$ cat config.mk
export PLATFORM = sky130hd
export DESIGN_NAME = load_store_unit
export DESIGN_NICKNAME = d
export VERILOG_FILES = /design/src/rtl/load_store_unit.sv
export SDC_FILE = /design/constraint.sdc
export NUM_CORES = 1
export LEC_CHECK = 0
export CORE_UTILIZATION = 42
export CTS_CLUSTER_DIAMETER = 80
export DETAILED_ROUTE_END_ITERATION = 10
export PLACE_DENSITY = 0.87
export SLEW_MARGIN = 10
export SYNTH_ARGS = -nofsm -noshare
export SYNTH_HDL_FRONTEND = slang
export SYNTH_SLANG_ARGS = --single-unit
$ cat constraint.sdc
create_clock -name clk -period 4.7 [get_ports clk]
set_input_delay 0.94 -clock clk [delete_from_list [all_inputs] [get_ports clk]]
set_output_delay 0.94 -clock clk [all_outputs]
set_load 0.01 [all_outputs]
$ cat src/rtl/load_store_unit.sv
`default_nettype none
// ============================================================================
// Module      : load_store_unit
// Description : RISC-V style load/store unit. Accepts one request at a time
//               from the core, checks funct3 legality and alignment, runs a
//               single memory read or write handshake with a timeout, and
//               returns one response per accepted request.
// Revision    : 1.0 - initial release
// ----------------------------------------------------------------------------
// Ports
//   clk, reset           : clock, asynchronous active-high reset
//   req_valid/req_ready  : core request handshake (ready only when idle)
//   req_write            : 1 = store, 0 = load
//   req_funct3           : RISC-V load/store funct3
//   req_addr, req_wdata  : byte address, store data
//   resp_valid           : one-cycle response pulse
//   resp_rdata           : extended load data (0 for stores and errors)
//   resp_err             : 00 ok, 01 misaligned, 10 timeout, 11 illegal funct3
//   mem_*                : memory read / write channels (all registered)
// ============================================================================
module load_store_unit #(
    parameter int TIMEOUT = 16
) (
    input  logic        clk,
    input  logic        reset,
    input  logic        req_valid,
    output logic        req_ready,
    input  logic        req_write,
    input  logic [2:0]  req_funct3,
    input  logic [31:0] req_addr,
    input  logic [31:0] req_wdata,
    output logic        resp_valid,
    output logic [31:0] resp_rdata,
    output logic [1:0]  resp_err,
    output logic [31:0] mem_address,
    output logic        mem_read_enable,
    input  logic [31:0] mem_read_data,
    input  logic        mem_read_valid,
    output logic [31:0] mem_write_data,
    output logic        mem_write_enable,
    output logic [3:0]  mem_write_wstrb,
    input  logic        mem_write_ready
);

    typedef enum logic [1:0] {
        IDLE  = 2'd0,
        READ  = 2'd1,
        WRITE = 2'd2,
        ERR   = 2'd3
    } state_t;

    // Last counter value before the abort; the counter starts at 0 in the
    // first enable cycle, so TIMEOUT enable cycles elapse before aborting.
    localparam logic [7:0] C_CNT_LAST = 8'(TIMEOUT - 1);

    state_t      r_state, w_state_nxt;
    logic [7:0]  r_cnt, w_cnt_nxt;
    logic [2:0]  r_funct3, w_funct3_nxt;
    logic [1:0]  r_err_code, w_err_code_nxt;
    logic        r_req_ready, r_resp_valid, r_rd_en, r_wr_en;
    logic        w_resp_valid_nxt, w_rd_en_nxt, w_wr_en_nxt;
    logic [31:0] r_resp_rdata, r_addr, r_wdata;
    logic [31:0] w_resp_rdata_nxt, w_addr_nxt, w_wdata_nxt;
    logic [1:0]  r_resp_err, w_resp_err_nxt;
    logic [3:0]  r_wstrb, w_wstrb_nxt;
    logic        w_illegal, w_misaligned;
    logic [31:0] w_load_data;

    // Stores only allow 000..010; loads additionally allow 100/101.
    assign w_illegal = req_write ? (req_funct3[2] | (req_funct3[1:0] == 2'b11))
                                 : ((req_funct3 == 3'b011) | (req_funct3[2:1] == 2'b11));
    assign w_misaligned = ((req_funct3[1:0] == 2'b01) & req_addr[0]) |
                          ((req_funct3[1:0] == 2'b10) & (|req_addr[1:0]));

    always_comb begin
        w_load_data = mem_read_data;
        case (r_funct3)
            3'b000:  w_load_data = {{24{mem_read_data[7]}},  mem_read_data[7:0]};
            3'b001:  w_load_data = {{16{mem_read_data[15]}}, mem_read_data[15:0]};
            3'b100:  w_load_data = {24'd0, mem_read_data[7:0]};
            3'b101:  w_load_data = {16'd0, mem_read_data[15:0]};
            default: w_load_data = mem_read_data;
        endcase
    end

    always_comb begin
        w_state_nxt      = r_state;
        w_cnt_nxt        = r_cnt;
        w_funct3_nxt     = r_funct3;
        w_err_code_nxt   = r_err_code;
        w_resp_valid_nxt = 1'b0;
        w_resp_rdata_nxt = 32'd0;
        w_resp_err_nxt   = 2'b00;
        w_rd_en_nxt      = r_rd_en;
        w_wr_en_nxt      = r_wr_en;
        w_addr_nxt       = r_addr;
        w_wdata_nxt      = r_wdata;
        w_wstrb_nxt      = r_wstrb;
        case (r_state)
            IDLE: begin
                if (req_valid) begin
                    w_cnt_nxt    = 8'd0;
                    w_funct3_nxt = req_funct3;
                    w_addr_nxt   = req_addr;
                    if (w_illegal) begin
                        w_state_nxt    = ERR;
                        w_err_code_nxt = 2'b11;
                    end else if (w_misaligned) begin
                        w_state_nxt    = ERR;
                        w_err_code_nxt = 2'b01;
                    end else if (req_write) begin
                        w_state_nxt = WRITE;
                        w_wr_en_nxt = 1'b1;
                        w_wdata_nxt = req_wdata;
                        case (req_funct3[1:0])
                            2'b00:   w_wstrb_nxt = 4'b0001;
                            2'b01:   w_wstrb_nxt = 4'b0011;
                            default: w_wstrb_nxt = 4'b1111;
                        endcase
                    end else begin
                        w_state_nxt = READ;
                        w_rd_en_nxt = 1'b1;
                    end
                end
            end
            READ: begin
                w_cnt_nxt = r_cnt + 8'd1;
                // A handshake in the final allowed cycle still wins.
                if (mem_read_valid) begin
                    w_state_nxt      = IDLE;
                    w_rd_en_nxt      = 1'b0;
                    w_resp_valid_nxt = 1'b1;
                    w_resp_rdata_nxt = w_load_data;
                end else if (r_cnt == C_CNT_LAST) begin
                    w_state_nxt      = IDLE;
                    w_rd_en_nxt      = 1'b0;
                    w_resp_valid_nxt = 1'b1;
                    w_resp_err_nxt   = 2'b10;
                end
            end
            WRITE: begin
                w_cnt_nxt = r_cnt + 8'd1;
                if (mem_write_ready) begin
                    w_state_nxt      = IDLE;
                    w_wr_en_nxt      = 1'b0;
                    w_resp_valid_nxt = 1'b1;
                end else if (r_cnt == C_CNT_LAST) begin
                    w_state_nxt      = IDLE;
                    w_wr_en_nxt      = 1'b0;
                    w_resp_valid_nxt = 1'b1;
                    w_resp_err_nxt   = 2'b10;
                end
            end
            default: begin
                w_state_nxt      = IDLE;
                w_resp_valid_nxt = 1'b1;
                w_resp_err_nxt   = r_err_code;
            end
        endcase
    end

    always_ff @(posedge clk or posedge reset) begin
        if (reset) begin
            r_state      <= IDLE;
            r_cnt        <= 8'd0;
            r_funct3     <= 3'd0;
            r_err_code   <= 2'b00;
            r_req_ready  <= 1'b1;
            r_resp_valid <= 1'b0;
            r_resp_rdata <= 32'd0;
            r_resp_err   <= 2'b00;
            r_rd_en      <= 1'b0;
            r_wr_en      <= 1'b0;
            r_addr       <= 32'd0;
            r_wdata      <= 32'd0;
            r_wstrb      <= 4'b0000;
        end else begin
            r_state      <= w_state_nxt;
            r_cnt        <= w_cnt_nxt;
            r_funct3     <= w_funct3_nxt;
            r_err_code   <= w_err_code_nxt;
            r_req_ready  <= (w_state_nxt == IDLE);
            r_resp_valid <= w_resp_valid_nxt;
            r_resp_rdata <= w_resp_rdata_nxt;
            r_resp_err   <= w_resp_err_nxt;
            r_rd_en      <= w_rd_en_nxt;
            r_wr_en      <= w_wr_en_nxt;
            r_addr       <= w_addr_nxt;
            r_wdata      <= w_wdata_nxt;
            r_wstrb      <= w_wstrb_nxt;
        end
    end

    assign req_ready        = r_req_ready;
    assign resp_valid       = r_resp_valid;
    assign resp_rdata       = r_resp_rdata;
    assign resp_err         = r_resp_err;
    assign mem_address      = r_addr;
    assign mem_read_enable  = r_rd_en;
    assign mem_write_enable = r_wr_en;
    assign mem_write_data   = r_wdata;
    assign mem_write_wstrb  = r_wstrb;

endmodule
`default_nettype wire

==> results summary, run 1 <==
The run finished with clean final reports. Across the routed clock network, the largest skew measured is 0.00744 ns. The worst-case clock buffer depth is 2.

Subtracting the final worst setup slack from the clock period gives 2.49 ns. The measured slew at the worst slew-check pin came out at 0.796 ns. The total number of vias is 3637.

The die covers 12000 sq um. The classification of the worst-slack hold path is register to register. The critical path in this run is classified as input port to register. The count of clock tree sinks came out at 120. Of all nets on the critical path, the largest fanout is 38.

The mean area per synthesized cell came out at 13.3 sq um. In this run the remaining antenna-violating nets after routing total 0. The number of vias per cell after detailed routing came out at 4.98.

Routability-driven placement finished with a final weighted congestion of 0.776. The first-iteration detailed-routing DRC count came out at 169. The repair_antennas step left the layout with diodes totalling 0.

The power density over cell area came out at 611 nW/um^2. In this run the count of I/O pins placed on the die edge is 211. The most frequently used flop master after synthesis is sky130_fd_sc_hd__dfrtp_1. TritonCTS built the clock tree. The number of synthesized flops with an enable pin came out at 0. Entering global routing, the biggest net connects 65 pins. The critical-path cell with the highest stage delay is sky130_fd_sc_hd__clkdlybuf4s50_1.

CTS placed an instance of sky130_fd_sc_hd__clkbuf_16 at the clock tree root. The number of setup buffers added after CTS came out at 0. The initial antenna violation count came out at 0. The number of gates resized after CTS was 0.

In the final layout, the share of cells above drive strength 1 is 0.188. The worst hold slack across all endpoints came out at 0.461 ns. The maximum clock frequency is 402 MHz. The total of buffers placed on input and output ports came out at 210.

The analysis attributes to cell leakage a power of 0.00338 uW. Global routing finished with a remaining overflow of 0. For this configuration, the core starts out at a cell density of 0.439. Traced cell by cell, the critical path runs through clkdlybuf4s50_1, a21oi_2, o211ai_4, buf_4, mux2_2.

The net count of the finished layout is 687. The worst hold path begins at r_err_code[0]. Setup repair after global routing left no endpoint under its margin. In the synthesized netlist the async set-or-reset flop fraction comes to 1.00. The arrival time reported for the critical path endpoint came out at 2.77 ns. Yosys printed 0 warnings.

The internal power came out at 3270 uW. The number of cells on the worst reg-to-reg path came out at 6. In this run, placement finished with an instance count of 698.

The area overhead of the layout relative to synthesis is 57.4%. Hold repair after CTS inserted 0 buffers. The level count of the clock H-tree came out at 4. The clock network fraction of total power is 0.269. The largest voltage drop on the vdd net is 0.315 mV.

For this run, the detailed router's first-pass iteration total came to 4. The number of global-route vias before repair came out at 3771. The sequential share of power came out at 0.355. For the final routed database, the setup TNS stands at 0 ns.

The cell area after synthesis is 4840 sq um. The final wirelength came out at 12600 um. The relative slew slack came out at 0.469. The tool flagged a number of max-cap violations equal to 0. The die is 109 um tall. The floorplan row count came out at 38. Summed over all nets, the switching power comes to 1390 uW. The cell count of the worst hold path is 1. The post-synthesis net count came out at 474. The post-detailed-route DRC marker count came out at 0.

The combinational fraction of design power came out at 0.376. The post-route clock period utilization came out at 0.529. Yosys mapped the design onto 44 distinct sky130hd cell types. The sink of the worst hold path is r_err_code[0]. The post-layout total power came out at 4660 uW. The non-filler instance count after layout is 730. The worst setup path is launched from an input port. The global-route usage over all layers came out at 0.213.

The first global-routing pass estimated 18900 um of wire. The HPWL after detailed placement is 9080 um. The count of state elements after synthesis is 120. On the critical path the largest part of the delay comes from buffers and inverters. The number of max-slew violations in the final report came to 0. The proportion of synthesized chip area in sequential cells came out at 0.620. The clock latency at the later pin of the worst-skew pair came out at 0.40 ns. The area of the placeable core is 11000 sq um. Clock-pin slew was measured on the worst setup and hold paths at 0.06 ns.

The synthesized instance count is 364. The maximum cell stage delay along the critical path is 0.58 ns. The sum of buffers and inverters on the critical path is 2. Of the total power, the share spent switching nets is 0.298. The worst register-to-register path begins at r_state[1]. Buffers inserted during clock tree synthesis total 17.

From left edge to right edge, the die measures 109 um. The worst setup path is captured at a register. The setup-violating endpoint count in the final report came out at 0. The final number of hold-violating endpoints was 0. The setup slack of the worst register-to-register path is 2.56 ns. The end of the worst register-to-register path is mem_write_data[15].

The final routed wire length divided by cell count came out at 17.2 um. The required time at the worst-slack endpoint is 4.98 ns.
[cells in the final DEF, fill, tap and decap left out, types with 4 or more instances in the layout]
master / synthesis / final
sky130_fd_sc_hd__nand2_1: 12 / 12
sky130_fd_sc_hd__nor2_1: 9 / 9
sky130_fd_sc_hd__dfrtp_1: 119 / 119
sky130_fd_sc_hd__inv_1: 24 / 23
sky130_fd_sc_hd__clkdlybuf4s50_1: 0 / 210
sky130_fd_sc_hd__mux2_4: 16 / 16
sky130_fd_sc_hd__a21oi_1: 30 / 30
sky130_fd_sc_hd__ha_1: 5 / 5
sky130_fd_sc_hd__mux2_2: 50 / 50
sky130_fd_sc_hd__nand3_1: 5 / 5
sky130_fd_sc_hd__clkbuf_16: 0 / 17
sky130_fd_sc_hd__nor4_1: 4 / 4
sky130_fd_sc_hd__clkinvlp_4: 0 / 5
sky130_fd_sc_hd__o21ai_0: 22 / 22
sky130_fd_sc_hd__clkinv_2: 0 / 4
sky130_fd_sc_hd__and3_1: 10 / 10
[kinds of logic after synthesis]
kind of cell,Yosys count,share of synthesized area
flops,120,0.620
compound gates,67,0.0845
mux,67,0.168
simple gates,59,0.0666
buf+inv,43,0.0426
fa+ha+maj,5,0.0129
xor+xnor,3,0.00542
[worst max-delay path by stage]
stage | startpoint | to | slack, ns | cells after the start
floorplan | reset | mem_address[0] | 0.58 | 1
detailed placement | req_funct3[0] | mem_write_data[28] | 1.82 | 5
global placement | req_funct3[0] | mem_write_data[18] | 1.90 | 5
finish | req_funct3[0] | mem_write_data[15] | 2.21 | 5
CTS | req_funct3[0] | mem_write_data[15] | 2.22 | 5
global route | req_funct3[0] | mem_write_data[15] | 2.17 | 5
[area by class of cell]
type / instances / area (sq um)
Timing Repair Buffer: 213 / 2140
Multi-Input combinational cell: 201 / 1640
Tap cell: 140 / 175
Clock buffer: 20 / 457
Fill cell: 755 / 3400
Inverter: 24 / 92.6
Clock inverter: 12 / 126
Sequential cell: 120 / 3000
[routing by layer]
metal	vias up	global-route usage	part of all wire
met5	-	0	0
met4	0	0.0838	0.022
met3	23	0.0670	0.074
met2	147	0.386	0.52
met1	1771	0.231	0.38
li1	1696	-	-
[cell usage after synthesis (6+ instances only)]
master / count / area (sq um)
sky130_fd_sc_hd__a21oi_1: 30 / 150
sky130_fd_sc_hd__and3_1: 10 / 62.6
sky130_fd_sc_hd__buf_2: 6 / 30.0
sky130_fd_sc_hd__clkbuf_1: 7 / 26.3
sky130_fd_sc_hd__dfrtp_1: 119 / 2980
sky130_fd_sc_hd__inv_1: 24 / 90.1
sky130_fd_sc_hd__mux2_2: 50 / 563
sky130_fd_sc_hd__mux2_4: 16 / 240
sky130_fd_sc_hd__nand2_1: 12 / 45.0
sky130_fd_sc_hd__nor2_1: 9 / 33.8
sky130_fd_sc_hd__o21ai_0: 22 / 110
[power groups by stage]
stage	clock network (uW)	registers, uW	logic (uW)
2_1_floorplan	0	1770	720
3_3_place_gp	0	1640	1700
3_5_place_dp	0	1670	1760
4_1_cts	1270	1660	1770
5_1_grt	1320	1700	1880
6_report	1250	1660	1750
[flip-flops by register name, summed over array words and instances, names as in the netlist, 2 cells and up]
name / cells
mem_write_wstrb: 3
mem_write_data: 32
r_funct3: 3
resp_err: 2
r_err_code: 2
resp_rdata: 32
mem_address: 32
r_state: 2
r_cnt: 8
[stage by stage]
stage	util	area, sq um	setup WS, ns
2_1_floorplan	-	4840	0.576
3_3_place_gp	0.639	7040	1.90
3_5_place_dp	0.639	7040	1.82
4_1_cts	0.691	7630	2.22
5_1_grt	0.691	7630	2.17
6_report	0.691	7630	2.21
No activity file was read; power rests on OpenSTA's default activity.
==> run 2, diff against run 1 <==
CORE_UTILIZATION = 38   (was 42)
PLACE_DENSITY = 0.83   (was 0.87)
clock period = 2.2 ns   (was 4.7 ns; I/O delays follow)
==> results summary, run 2 (synthesis results as in run 1) <==
The run finished with clean final reports. The final antenna diode count was 0 (unchanged). The setup-violating endpoint count in the final report is 0 (unchanged). The maximum cell stage delay along the critical path came to 0.43 ns (-0.15 ns). The standby leakage power came out at 0.00343 uW (+1.5%). The worst-path maximum fanout is 38 (unchanged). The launch instance of the worst min-delay path is mem_write_wstrb[0]. The clock latency at the later pin of the worst-skew pair came out at 0.41 ns (about the same). The post-layout total power came out at 10100 uW (+120%).

The clock input transition at the sequential cells of the worst setup and hold paths came out at 0.06 ns (about the same). The die area came to 13200 sq um (+10%). The clock root buffer is sky130_fd_sc_hd__clkbuf_16. The level count of the clock H-tree is 4 (unchanged).

The path class of the tightest hold or removal check is register to register. The number of maximum-capacitance constraint violations came to 0 (unchanged). The largest individual stage delay along the critical path comes from the cell sky130_fd_sc_hd__dfrtp_1. The total CTS buffers was 17 (unchanged). The routability congestion estimate from global placement is 0.810 (+4.4%). The post-route clock period utilization is 0.889. The worst setup path is captured at a register. The final number of hold-violating endpoints came to 0 (unchanged). In the layout the commonest cells are 210 x sky130_fd_sc_hd__clkdlybuf4s50_1, 119 x sky130_fd_sc_hd__dfrtp_1, 50 x sky130_fd_sc_hd__mux2_2. The HPWL after detailed placement is 9290 um (+2.3%). The largest net degree at the start of global routing was 121 (+86%). Grouping stages by cell kind, the critical path spends the most delay in flip-flops. The sum of buffers and inverters on the critical path was 2 (unchanged). The worst hold slack across all endpoints came out at 0.465 ns (+0.00444 ns). The area of the placeable core came out at 12200 sq um (+11%).

The layout net count came out at 694 (+1.0%). The minimum setup slack after placement came out at 0.0270 ns (-1.79 ns). The worst setup path is launched from a register. The detailed-routing iteration count for the pre-antenna-repair pass came out at 4 (unchanged). The relative slew slack came out at 0.566 (+0.0964).

The count of hold-fix buffers inserted at cts came out at 0 (unchanged). The arrival time reported for the critical path endpoint came out at 2.24 ns (-0.53 ns). TritonCTS built the clock tree. The number of max-slew violations in the final report came out at 0 (unchanged).

The final routed wire length divided by cell count is 16.6 um (-3.7%). The number of vias per cell after detailed routing came out at 4.82 (-3.3%). Traced cell by cell, the critical path runs through inv_1, ha_1, and2_2, o211ai_4, buf_12, mux2_2.

The setup slack after layout came out at 0.244 ns (-1.97 ns). The required time at the worst-slack endpoint came out at 2.49 ns (-2.49 ns). The launching instance or port of the critical path is r_state[1]. The total number of vias came to 3686 (+1.3%). The post-detailed-route DRC marker count came to 0 (unchanged). The setup skew after layout is 0.00891 ns (+0.00147 ns). The die outline height is 115 um (+5.0%).

The final antenna-violating net count is 0 (unchanged). The area overhead of the layout relative to synthesis came out at 60.0%. The die span in x came out at 115 um (+5.0%). The worst-case clock buffer depth came out at 2 (unchanged). The first-iteration detailed-routing DRC count is 251 (+49%).

The count of clock tree sinks is 120 (unchanged). The reg-to-reg critical path startpoint is r_state[1]. The total of buffers placed on input and output ports came out at 210 (unchanged).

Timing would allow up to 511 MHz. The largest voltage drop on the vdd net is 0.571 mV (+82%). The initial antenna violation count is 0 (unchanged). The power density over cell area came out at 1300 nW/um^2 (+110%).

The boundary pin count was 211 (unchanged). The final wirelength came out at 12700 um (+0.94%). The overflow left after global routing came out at 0 (unchanged). The measured slew at the worst slew-check pin is 0.651 ns (-0.145 ns). The sum of negative setup slack is 0 ns (unchanged).

The number of global-route vias before repair is 3901 (+3.4%). The layout cell share with drive strength beyond 1 came out at 0.198 (+0.00952). The most common cell after layout, fill and taps aside is sky130_fd_sc_hd__clkdlybuf4s50_1. The post-cts resize count is 0 (unchanged).

The end-of-flow core utilization came out at 0.635 (-0.0568). Subtracting the final worst setup slack from the clock period gives 1.96 ns. The path type of the worst setup path is register to register.

Setup repair after global routing left no endpoint under its margin. The number of setup buffers added after CTS came to 0 (unchanged). The global-route wire length before repair came out at 19800 um (+4.6%). The global-route usage over all layers came out at 0.200 (-0.0134). The starting density of the core came out at 0.397 (-0.0425). The floorplan row count came out at 40 (+5.3%).
-- run 2: cell count changes in the layout (fill, tap and decap cells not counted), moves of 2 or more --
cell                       before  now
sky130_fd_sc_hd__inv_6          0    2
sky130_fd_sc_hd__clkinv_2       4    2
sky130_fd_sc_hd__buf_4          2    8
sky130_fd_sc_hd__clkinv_4       1    4
sky130_fd_sc_hd__clkbuf_8       2    0
-- run 2: cell type report --
type | instances | area (sq um)
fill | 957 | 4460
sequential | 120 | 3000
multi-input combinational | 201 | 1640
tap | 168 | 210
inverter | 24 | 93.8
clock inverter | 14 | 175
timing repair buffer | 220 | 2200
clock buffer | 18 | 429
-- run 2: routing by layer --
layer	share of wire	global-route usage	wire length (um)	up-vias
met5	0	0	0	-
met4	0.010	0.0727	131	0
li1	-	-	-	1715
met1	0.39	0.221	4930	1801
met2	0.52	0.355	6640	156
met3	0.078	0.0701	993	14
-- run 2: report_power, final --
| part | internal (uW) | switching [uW] | leakage, uW | total (uW) |
|---|---|---|---|---|
| Clock | 1790 | 1000 | 0.000287 | 2790 |
| Sequential | 3020 | 497 | 0.00150 | 3510 |
| Combinational | 2300 | 1510 | 0.00164 | 3810 |
| Total | 7100 | 3010 | 0.00343 | 10100 |
-- run 2: worst paths after layout --
path                                 endpoint  slack [ns]  cells past startpoint
max                        mem_write_data[27]        0.24                      6
min in group asynchronous  mem_write_data[16]        0.57                      3
min                        mem_write_wstrb[0]        0.47                      1
max reg2reg                mem_write_data[27]        0.24                      6
max in group asynchronous     mem_address[21]        1.13                      3
min reg2reg                mem_write_wstrb[0]        0.47                      1
-- run 2: stage by stage --
step,cells,area [sq um]
global route,765,7750
detailed placement,733,7150
floorplan,364,4850
finish,765,7750
CTS,765,7750
global placement,733,7150
